===== config.mk =====
export PLATFORM = sky130hd
export DESIGN_NAME = mult_rr_scheduler
export DESIGN_NICKNAME = d
export VERILOG_FILES = /design/src/rtl/mult_rr_scheduler.sv
export SDC_FILE = /design/constraint.sdc
export NUM_CORES = 1
export LEC_CHECK = 0
export CELL_PAD_IN_SITES_DETAIL_PLACEMENT = 2
export CELL_PAD_IN_SITES_GLOBAL_PLACEMENT = 2
export CORE_ASPECT_RATIO = 0.6
export CORE_MARGIN = 4
export CORE_UTILIZATION = 21
export CTS_BUF_LIST = sky130_fd_sc_hd__clkbuf_8 sky130_fd_sc_hd__clkbuf_16
export CTS_CLUSTER_SIZE = 12
export DETAILED_ROUTE_END_ITERATION = 6
export PLACE_DENSITY = 0.94
export RECOVER_POWER = 50
export SLEW_MARGIN = 20
export SYNTH_ARGS = -nofsm -noshare
export SYNTH_HDL_FRONTEND = slang
export SYNTH_SLANG_ARGS = --single-unit

===== constraint.sdc =====
create_clock -name clk -period 3.87 [get_ports clk]
set_clock_uncertainty 0.15 [all_clocks]
set_input_delay 0.387 -clock clk [delete_from_list [all_inputs] [get_ports clk]]
set_output_delay 0.387 -clock clk [all_outputs]
set_load 0.005 [all_outputs]

===== src/rtl/mult_rr_scheduler.sv =====
// mult_rr_scheduler
//   Round-robin front end that shares one pipelined multiplier among N_REQ
//   requesters. One operation is issued per cycle at most. Each issued
//   operation's requester ID travels down a tag pipeline that matches the
//   multiplier latency. The product is then returned on a tagged response bus.
//   A hold input drives a RUN/DRAIN/HALT FSM so that software can stop issue
//   and wait until the pipeline is empty.
//
// Handshake: a request from requester i is accepted at a rising edge where
//   req_valid[i] & req_ready[i] = 1. req_ready is a pure function of
//   req_valid, hold, FSM state and the round-robin pointer, and never of
//   itself. Responses have no back-pressure: resp_valid is a one-cycle strobe.
//
// Ports:
//   clk, rst_n          clock, synchronous active-low reset
//   req_valid/req_ready per-requester handshake (ready is one-hot or zero)
//   req_a/req_b         packed operands, requester i at [i*WIDTH +: WIDTH]
//   hold                stop issuing; FSM drains and then halts
//   mul_a/mul_b         operands to the multiplier (zero when not issuing)
//   mul_ena/mul_enb     multiplier operand-register loads
//   mul_p               product from the multiplier, MUL_LAT edges after load
//   resp_valid/id/p     registered tagged response
//   idle                registered: FSM is in HALT (pipeline empty)
//   issue_cnt           wrapping count of issued operations
//   dbg_state           current FSM state, for debug and checkers

module mult_rr_scheduler #(
  parameter int N_REQ   = 4,
  parameter int WIDTH   = 8,
  parameter int MUL_LAT = 2,
  parameter int ID_W    = $clog2(N_REQ)
) (
  input  logic                     clk,
  input  logic                     rst_n,
  input  logic [N_REQ-1:0]         req_valid,
  output logic [N_REQ-1:0]         req_ready,
  input  logic [N_REQ*WIDTH-1:0]   req_a,
  input  logic [N_REQ*WIDTH-1:0]   req_b,
  input  logic                     hold,
  output logic [WIDTH-1:0]         mul_a,
  output logic [WIDTH-1:0]         mul_b,
  output logic                     mul_ena,
  output logic                     mul_enb,
  input  logic [2*WIDTH-1:0]       mul_p,
  output logic                     resp_valid,
  output logic [ID_W-1:0]          resp_id,
  output logic [2*WIDTH-1:0]       resp_p,
  output logic                     idle,
  output logic [15:0]              issue_cnt,
  output logic [1:0]               dbg_state
);

  localparam int LAST = MUL_LAT - 1;

  typedef enum logic [1:0] {
    ST_RUN   = 2'd0,
    ST_DRAIN = 2'd1,
    ST_HALT  = 2'd2
  } state_t;

  state_t              state_q, state_d;
  logic [ID_W-1:0]     rr_ptr_q, rr_ptr_d;
  logic [MUL_LAT-1:0]  tag_v_q, tag_v_d;
  logic [ID_W-1:0]     tag_id_q [MUL_LAT];
  logic [ID_W-1:0]     tag_id_d [MUL_LAT];
  logic                resp_valid_q, resp_valid_d;
  logic [ID_W-1:0]     resp_id_q, resp_id_d;
  logic [2*WIDTH-1:0]  resp_p_q, resp_p_d;
  logic                idle_q, idle_d;
  logic [15:0]         issue_cnt_q, issue_cnt_d;

  logic [WIDTH-1:0]    op_a [N_REQ];
  logic [WIDTH-1:0]    op_b [N_REQ];
  logic                issue_ok;
  logic                grant_vld;
  logic [ID_W-1:0]     grant_id;
  logic [ID_W-1:0]     arb_idx;

  for (genvar gi = 0; gi < N_REQ; gi++) begin : g_unpack
    assign op_a[gi] = req_a[gi*WIDTH +: WIDTH];
    assign op_b[gi] = req_b[gi*WIDTH +: WIDTH];
  end

  // Issue is gated by reset as well so that nothing leaks out while rst_n is low.
  assign issue_ok = rst_n && (state_q == ST_RUN) && !hold;

  // The scan runs from the farthest candidate back toward the pointer. The
  // last hit therefore wins, and it is the first requester at or after the pointer.
  always_comb begin
    grant_vld = 1'b0;
    grant_id  = '0;
    arb_idx   = '0;
    for (int off = N_REQ - 1; off >= 0; off--) begin
      arb_idx = ID_W'((int'(rr_ptr_q) + off) % N_REQ);
      if (req_valid[arb_idx]) begin
        grant_vld = 1'b1;
        grant_id  = arb_idx;
      end
    end
    grant_vld = grant_vld & issue_ok;
  end

  always_comb begin
    req_ready = '0;
    mul_a     = '0;
    mul_b     = '0;
    if (grant_vld) begin
      req_ready = N_REQ'(1) << grant_id;
      mul_a     = op_a[grant_id];
      mul_b     = op_b[grant_id];
    end
  end

  assign mul_ena = grant_vld;
  assign mul_enb = grant_vld;

  // Datapath next-state: pointer, tag shift register, response, counter.
  always_comb begin
    rr_ptr_d = rr_ptr_q;
    if (grant_vld) begin
      rr_ptr_d = (grant_id == ID_W'(N_REQ - 1)) ? '0 : grant_id + ID_W'(1);
    end

    tag_v_d     = tag_v_q;
    tag_id_d    = tag_id_q;
    tag_v_d[0]  = grant_vld;
    tag_id_d[0] = grant_id;
    for (int j = 1; j < MUL_LAT; j++) begin
      tag_v_d[j]  = tag_v_q[j-1];
      tag_id_d[j] = tag_id_q[j-1];
    end

    // The last tag stage lines up with mul_p. The response registers keep
    // their old values on cycles that carry no result.
    resp_valid_d = tag_v_q[LAST];
    resp_id_d    = resp_id_q;
    resp_p_d     = resp_p_q;
    if (tag_v_q[LAST]) begin
      resp_id_d = tag_id_q[LAST];
      resp_p_d  = mul_p;
    end

    issue_cnt_d = issue_cnt_q + {15'd0, grant_vld};
  end

  // FSM next-state. Dropping hold always returns to RUN, and any in-flight
  // tags keep moving, so a DRAIN that is abandoned loses nothing.
  always_comb begin
    state_d = state_q;
    case (state_q)
      ST_RUN:   if (hold) state_d = ST_DRAIN;
      ST_DRAIN: begin
        if (!hold)         state_d = ST_RUN;
        else if (~|tag_v_q) state_d = ST_HALT;
      end
      ST_HALT:  if (!hold) state_d = ST_RUN;
      default:  state_d = ST_RUN;
    endcase
    idle_d = (state_d == ST_HALT);
  end

  always_ff @(posedge clk) begin
    if (!rst_n) begin
      state_q      <= ST_RUN;
      rr_ptr_q     <= '0;
      tag_v_q      <= '0;
      for (int j = 0; j < MUL_LAT; j++) tag_id_q[j] <= '0;
      resp_valid_q <= 1'b0;
      resp_id_q    <= '0;
      resp_p_q     <= '0;
      idle_q       <= 1'b0;
      issue_cnt_q  <= '0;
    end else begin
      state_q      <= state_d;
      rr_ptr_q     <= rr_ptr_d;
      tag_v_q      <= tag_v_d;
      tag_id_q     <= tag_id_d;
      resp_valid_q <= resp_valid_d;
      resp_id_q    <= resp_id_d;
      resp_p_q     <= resp_p_d;
      idle_q       <= idle_d;
      issue_cnt_q  <= issue_cnt_d;
    end
  end

  assign resp_valid = resp_valid_q;
  assign resp_id    = resp_id_q;
  assign resp_p     = resp_p_q;
  assign idle       = idle_q;
  assign issue_cnt  = issue_cnt_q;
  assign dbg_state  = state_q;

endmodule


==> metrics.txt <==
# TYPE chip_impl_metric gauge
chip_impl_metric{name="die-width",unit="um"} 144.0
chip_impl_info{name="tritoncts",value="yes"} 1
chip_impl_info{name="critical_path.endpoint_type",value="output pin"} 1
chip_impl_metric{name="dp.cells",unit=""} 519
chip_impl_info{name="cp_startpoint_kind",value="input port"} 1
chip_impl_metric{name="filler_cell_count",unit=""} 1165
chip_impl_metric{name="met3RoutedLength",unit="um"} 554
chip_impl_metric{name="clock_sink_count",unit=""} 46
chip_impl_metric{name="synth_edf_count",unit=""} 0
chip_impl_metric{name="cts_hold_repair.buffers",unit=""} 0
chip_impl_metric{name="initial_drc_count",unit=""} 53
chip_impl_metric{name="final_net_count",unit=""} 480
chip_impl_metric{name="final_cell_count_no_fill",unit=""} 526
chip_impl_info{name="r2r_end",value="issue_cnt[14]"} 1
chip_impl_metric{name="power.density_cell_area",unit="nW/um^2"} 288.9
chip_impl_metric{name="synth_seq_cells",unit=""} 46
chip_impl_metric{name="detailedRoute.firstPassIterationCount",unit=""} 4
chip_impl_info{name="start_point_of_the_worst_min_delay_path",value="tag_id_d[0]"} 1
chip_impl_metric{name="area_share_of_the_largest_cell_type_after_synthesis",unit="%"} 39.53
chip_impl_metric{name="cts_resized",unit=""} 0
chip_impl_metric{name="sequential_cell_area",unit="sq um"} 922.1
chip_impl_metric{name="multi_input_area",unit="sq um"} 1301
chip_impl_info{name="run_status",value="finished, violations left"} 1
chip_impl_info{name="yosysMostFrequentCell",value="sky130_fd_sc_hd__mux2i_1"} 1
chip_impl_metric{name="cts.clk_slew.worst_paths",unit="ns"} 0.06
chip_impl_metric{name="ys_types",unit=""} 38
chip_impl_metric{name="chipHeight",unit="um"} 89.59
chip_impl_metric{name="n_diodes",unit=""} 0
chip_impl_metric{name="routed-via-count",unit=""} 2331
chip_impl_metric{name="critPathArrivalTime",unit="ns"} 2.75
chip_impl_metric{name="timing.final.max_slew_violations",unit=""} 37
chip_impl_metric{name="total_switching_power",unit="uW"} 284.3
chip_impl_metric{name="syn_area_per_cell",unit="sq um"} 9.627
chip_impl_metric{name="ff2ff_path_depth",unit=""} 10
chip_impl_metric{name="floorplan.io_pins",unit=""} 147
chip_impl_metric{name="synth_nets",unit=""} 335
chip_impl_metric{name="cts_htree_levels",unit=""} 2
chip_impl_metric{name="worst_ep_required_time",unit="ns"} 3.33
chip_impl_metric{name="clock_buffer_count_from_cts",unit=""} 5
chip_impl_metric{name="drt-met1-wl",unit="um"} 4083
chip_impl_metric{name="number_of_antenna_violations_at_the_first_check_in_global_routing",unit=""} 0
chip_impl_metric{name="row_count",unit=""} 29
chip_impl_metric{name="first_pass_grt_wire_length",unit="um"} 14110
chip_impl_metric{name="post-route-period-util",unit="%"} 85.04
chip_impl_info{name="rsz_0062_raised_after_global_routing",value="no"} 1
chip_impl_metric{name="route.detailed.vias_per_inst",unit=""} 4.432
chip_impl_metric{name="die_area",unit="sq um"} 12900
chip_impl_metric{name="ff2ff_setup_slack",unit="ns"} 1.24
chip_impl_metric{name="hpwl",unit="um"} 7561
chip_impl_metric{name="cts_setup_buffers",unit=""} 0
chip_impl_info{name="synthDominantAreaCellType",value="sky130_fd_sc_hd__dfxtp_1"} 1
chip_impl_metric{name="ant_nets",unit=""} 0
chip_impl_metric{name="async_flop_share",unit="%"} 0
chip_impl_info{name="criticalPathCategory",value="in2out"} 1
chip_impl_info{name="synth.top_cells.by_area",value="sky130_fd_sc_hd__dfxtp_1 (40%), sky130_fd_sc_hd__mux2i_1 (22%), sky130_fd_sc_hd__nor2_1 (6.0%), sky130_fd_sc_hd__o22ai_1 (4.6%), sky130_fd_sc_hd__ha_1 (3.2%)"} 1
chip_impl_metric{name="period_minus_slack",unit="ns"} 3.291
chip_impl_metric{name="power_report.internal_total",unit="uW"} 883.3
chip_impl_info{name="cts_root_buf",value="sky130_fd_sc_hd__clkbuf_16"} 1
chip_impl_info{name="hold-path-endpoint",value="tag_id_q[0]"} 1
chip_impl_metric{name="globalplace.congestion",unit=""} 0.6774
chip_impl_metric{name="combinationalPowerShare",unit="%"} 22.7
chip_impl_metric{name="timing.max_cap.violations",unit=""} 1
chip_impl_metric{name="portBuffers",unit=""} 146
chip_impl_info{name="ys_top_cells_by_count",value="sky130_fd_sc_hd__mux2i_1 (51), sky130_fd_sc_hd__dfxtp_1 (46), sky130_fd_sc_hd__nor2_1 (37)"} 1
chip_impl_info{name="synth_flop_cell",value="sky130_fd_sc_hd__dfxtp_1"} 1
chip_impl_metric{name="grt_overflow_total",unit=""} 0
chip_impl_metric{name="gr-usage-all-layers",unit="%"} 14.06
chip_impl_info{name="top_layer_used",value="met4"} 1
chip_impl_metric{name="post_route_cells_drive_above_1_share",unit="%"} 4.134
chip_impl_metric{name="synth_seq_area_share",unit="%"} 39.53
chip_impl_metric{name="clkLatencyLatePin",unit="ns"} 0.28
chip_impl_metric{name="power.static_leakage",unit="uW"} 0.001684
chip_impl_metric{name="start_util",unit="%"} 21.77
chip_impl_metric{name="worst-path-max-fanout",unit=""} 22
chip_impl_metric{name="ir_drop",unit="mV"} 0.1750
chip_impl_metric{name="detail_route.wirelength",unit="um"} 9330
chip_impl_metric{name="grt_start_max_net_pins",unit=""} 37
chip_impl_metric{name="route.detailed.drc",unit=""} 0
chip_impl_info{name="min_path_type",value="reg2reg"} 1
chip_impl_metric{name="cts_buffer_depth",unit=""} 2
chip_impl_metric{name="relative_contribution_of_sequential_cells_to_total_power",unit="%"} 42.8
chip_impl_metric{name="drt-wirelength-per-cell",unit="um"} 17.74
chip_impl_info{name="violations",value="capacitance limit, slew limit"} 1
chip_impl_metric{name="area.growth.synth_to_final",unit="%"} 73.47
chip_impl_metric{name="fp.coreArea",unit="sq um"} 10700
chip_impl_metric{name="tightestPinTransition",unit="ns"} 1.748
chip_impl_metric{name="power.switching_fraction",unit="%"} 24.35
chip_impl_metric{name="finalSetupViolations",unit=""} 0
chip_impl_metric{name="syn-instance-count",unit=""} 242
chip_impl_metric{name="max-slew-margin-rel",unit="%"} -16.52
chip_impl_metric{name="max_freq",unit="MHz"} 303.8
chip_impl_metric{name="total_length_of_routed_met2_wires",unit="um"} 4616
chip_impl_metric{name="number_of_global_route_vias_before_repair",unit=""} 2641
chip_impl_metric{name="synth_area",unit="sq um"} 2330
chip_impl_metric{name="timing.final.hold_violations",unit=""} 0
chip_impl_metric{name="ys_warn_count",unit=""} 0
chip_impl_info{name="r2r_start",value="dbg_state[1]"} 1
chip_impl_metric{name="min_delay_path_depth",unit=""} 1
chip_impl_metric{name="power.clock.fraction",unit="%"} 34.5
chip_impl_metric{name="final.setup.tns",unit="ns"} 0
==> sequential cells by signal, indices dropped and copies added, names as in the netlist <==
name,count
issue_cnt,16
idle,1
rr_ptr_q,2
tag_v_q,2
tag_id_q,2
resp_p,16
tag_id_d,2
resp_id,2
dbg_state,2
resp_valid,1
==> cells by family after synthesis <==
| logic type | count (synthesis) | share of synthesized area (%) |
|---|---|---|
| buffers and inverters | 18 | 5.209 |
| adders and majority gates | 6 | 3.222 |
| muxes | 52 | 22.40 |
| AOI/OAI and AO/OA | 29 | 7.949 |
| DFF | 46 | 39.53 |
| xor gates and xnor gates | 11 | 4.135 |
| and+or+nand+nor | 80 | 17.56 |
==> metal layers <==
metal	global-route usage [%]	vias to the layer above
met4	2.479	0
met1	17.62	1131
met3	4.497	6
met5	0	-
li1	-	1134
met2	24.26	60
==> power by group through the flow <==
stage	registers (uW)	clock network [uW]	logic, uW
after floorplan	504	0	119
after global placement	509	0	262
after detailed placement	511	0	273
after CTS	500	421	274
after global routing	502	447	288
final	500	403	265
==> cells in the final DEF, fill, tap and decap left out, drive strengths merged, types with 2 or more instances in the layout <==
| cell | instances |
|---|---|
| clkbuf | 7 |
| dfxtp | 46 |
| and2 | 11 |
| nand3 | 5 |
| nand2 | 12 |
| xor2 | 7 |
| clkdlybuf4s50 | 118 |
| inv | 6 |
| dlygate4sd3 | 28 |
| nor4b | 2 |
| xnor2 | 4 |
| nor2b | 2 |
| ha | 6 |
| o22ai | 17 |
| mux2i | 51 |
| buf | 3 |
| a21oi | 4 |
| and3 | 3 |
| nor2 | 37 |
| or3 | 2 |
| o21ai | 2 |
==> layout make-up <==
type,instances,area share [%]
timing repair buffer,151,36.90
tap,139,4.303
clock inverter,2,0.1858
clock buffer,5,3.096
sequential,46,22.82
inverter,5,0.4954
multi-input combinational,178,32.20
==> how the worst max path moves through the flow <==
| stage | to | startpoint | slack, ns |
|---|---|---|---|
| after global routing | req_ready[1] | req_valid[0] | 0.47 |
| after floorplan | issue_cnt[14] | rst_n | 1.28 |
| final | req_ready[1] | req_valid[0] | 0.58 |
| after detailed placement | req_ready[3] | req_valid[0] | 0.57 |
| after CTS | req_ready[1] | req_valid[0] | 0.55 |
| after global placement | req_ready[1] | req_valid[0] | 0.67 |
==> worst max-delay path, cell delays in order <==
cell,delay (ns)
sky130_fd_sc_hd__clkdlybuf4s50_1,0.54
sky130_fd_sc_hd__inv_1,0.07
sky130_fd_sc_hd__o221a_1,0.30
sky130_fd_sc_hd__o22ai_4,0.14
sky130_fd_sc_hd__buf_4,0.35
sky130_fd_sc_hd__inv_1,0.13
sky130_fd_sc_hd__ha_1,0.20
sky130_fd_sc_hd__and2_1,0.15
sky130_fd_sc_hd__clkdlybuf4s50_1,0.47
==> through the flow <==
stage                     setup slack, ns  utilization [%]  hold WS, ns  total power, uW  cell area [sq um]
after CTS                          0.5536            37.84       0.2929             1195               4050
after floorplan                     1.279                -       0.2619            623.5               2330
final                              0.5788            37.76       0.2865             1168               4041
after detailed placement           0.5726            36.60       0.2792            783.4               3918
after global placement             0.6667            36.59       0.2725            771.5               3916
after global routing               0.4718            37.76       0.3135             1237               4041
Note: power is estimated with default switching activity, not from simulation.
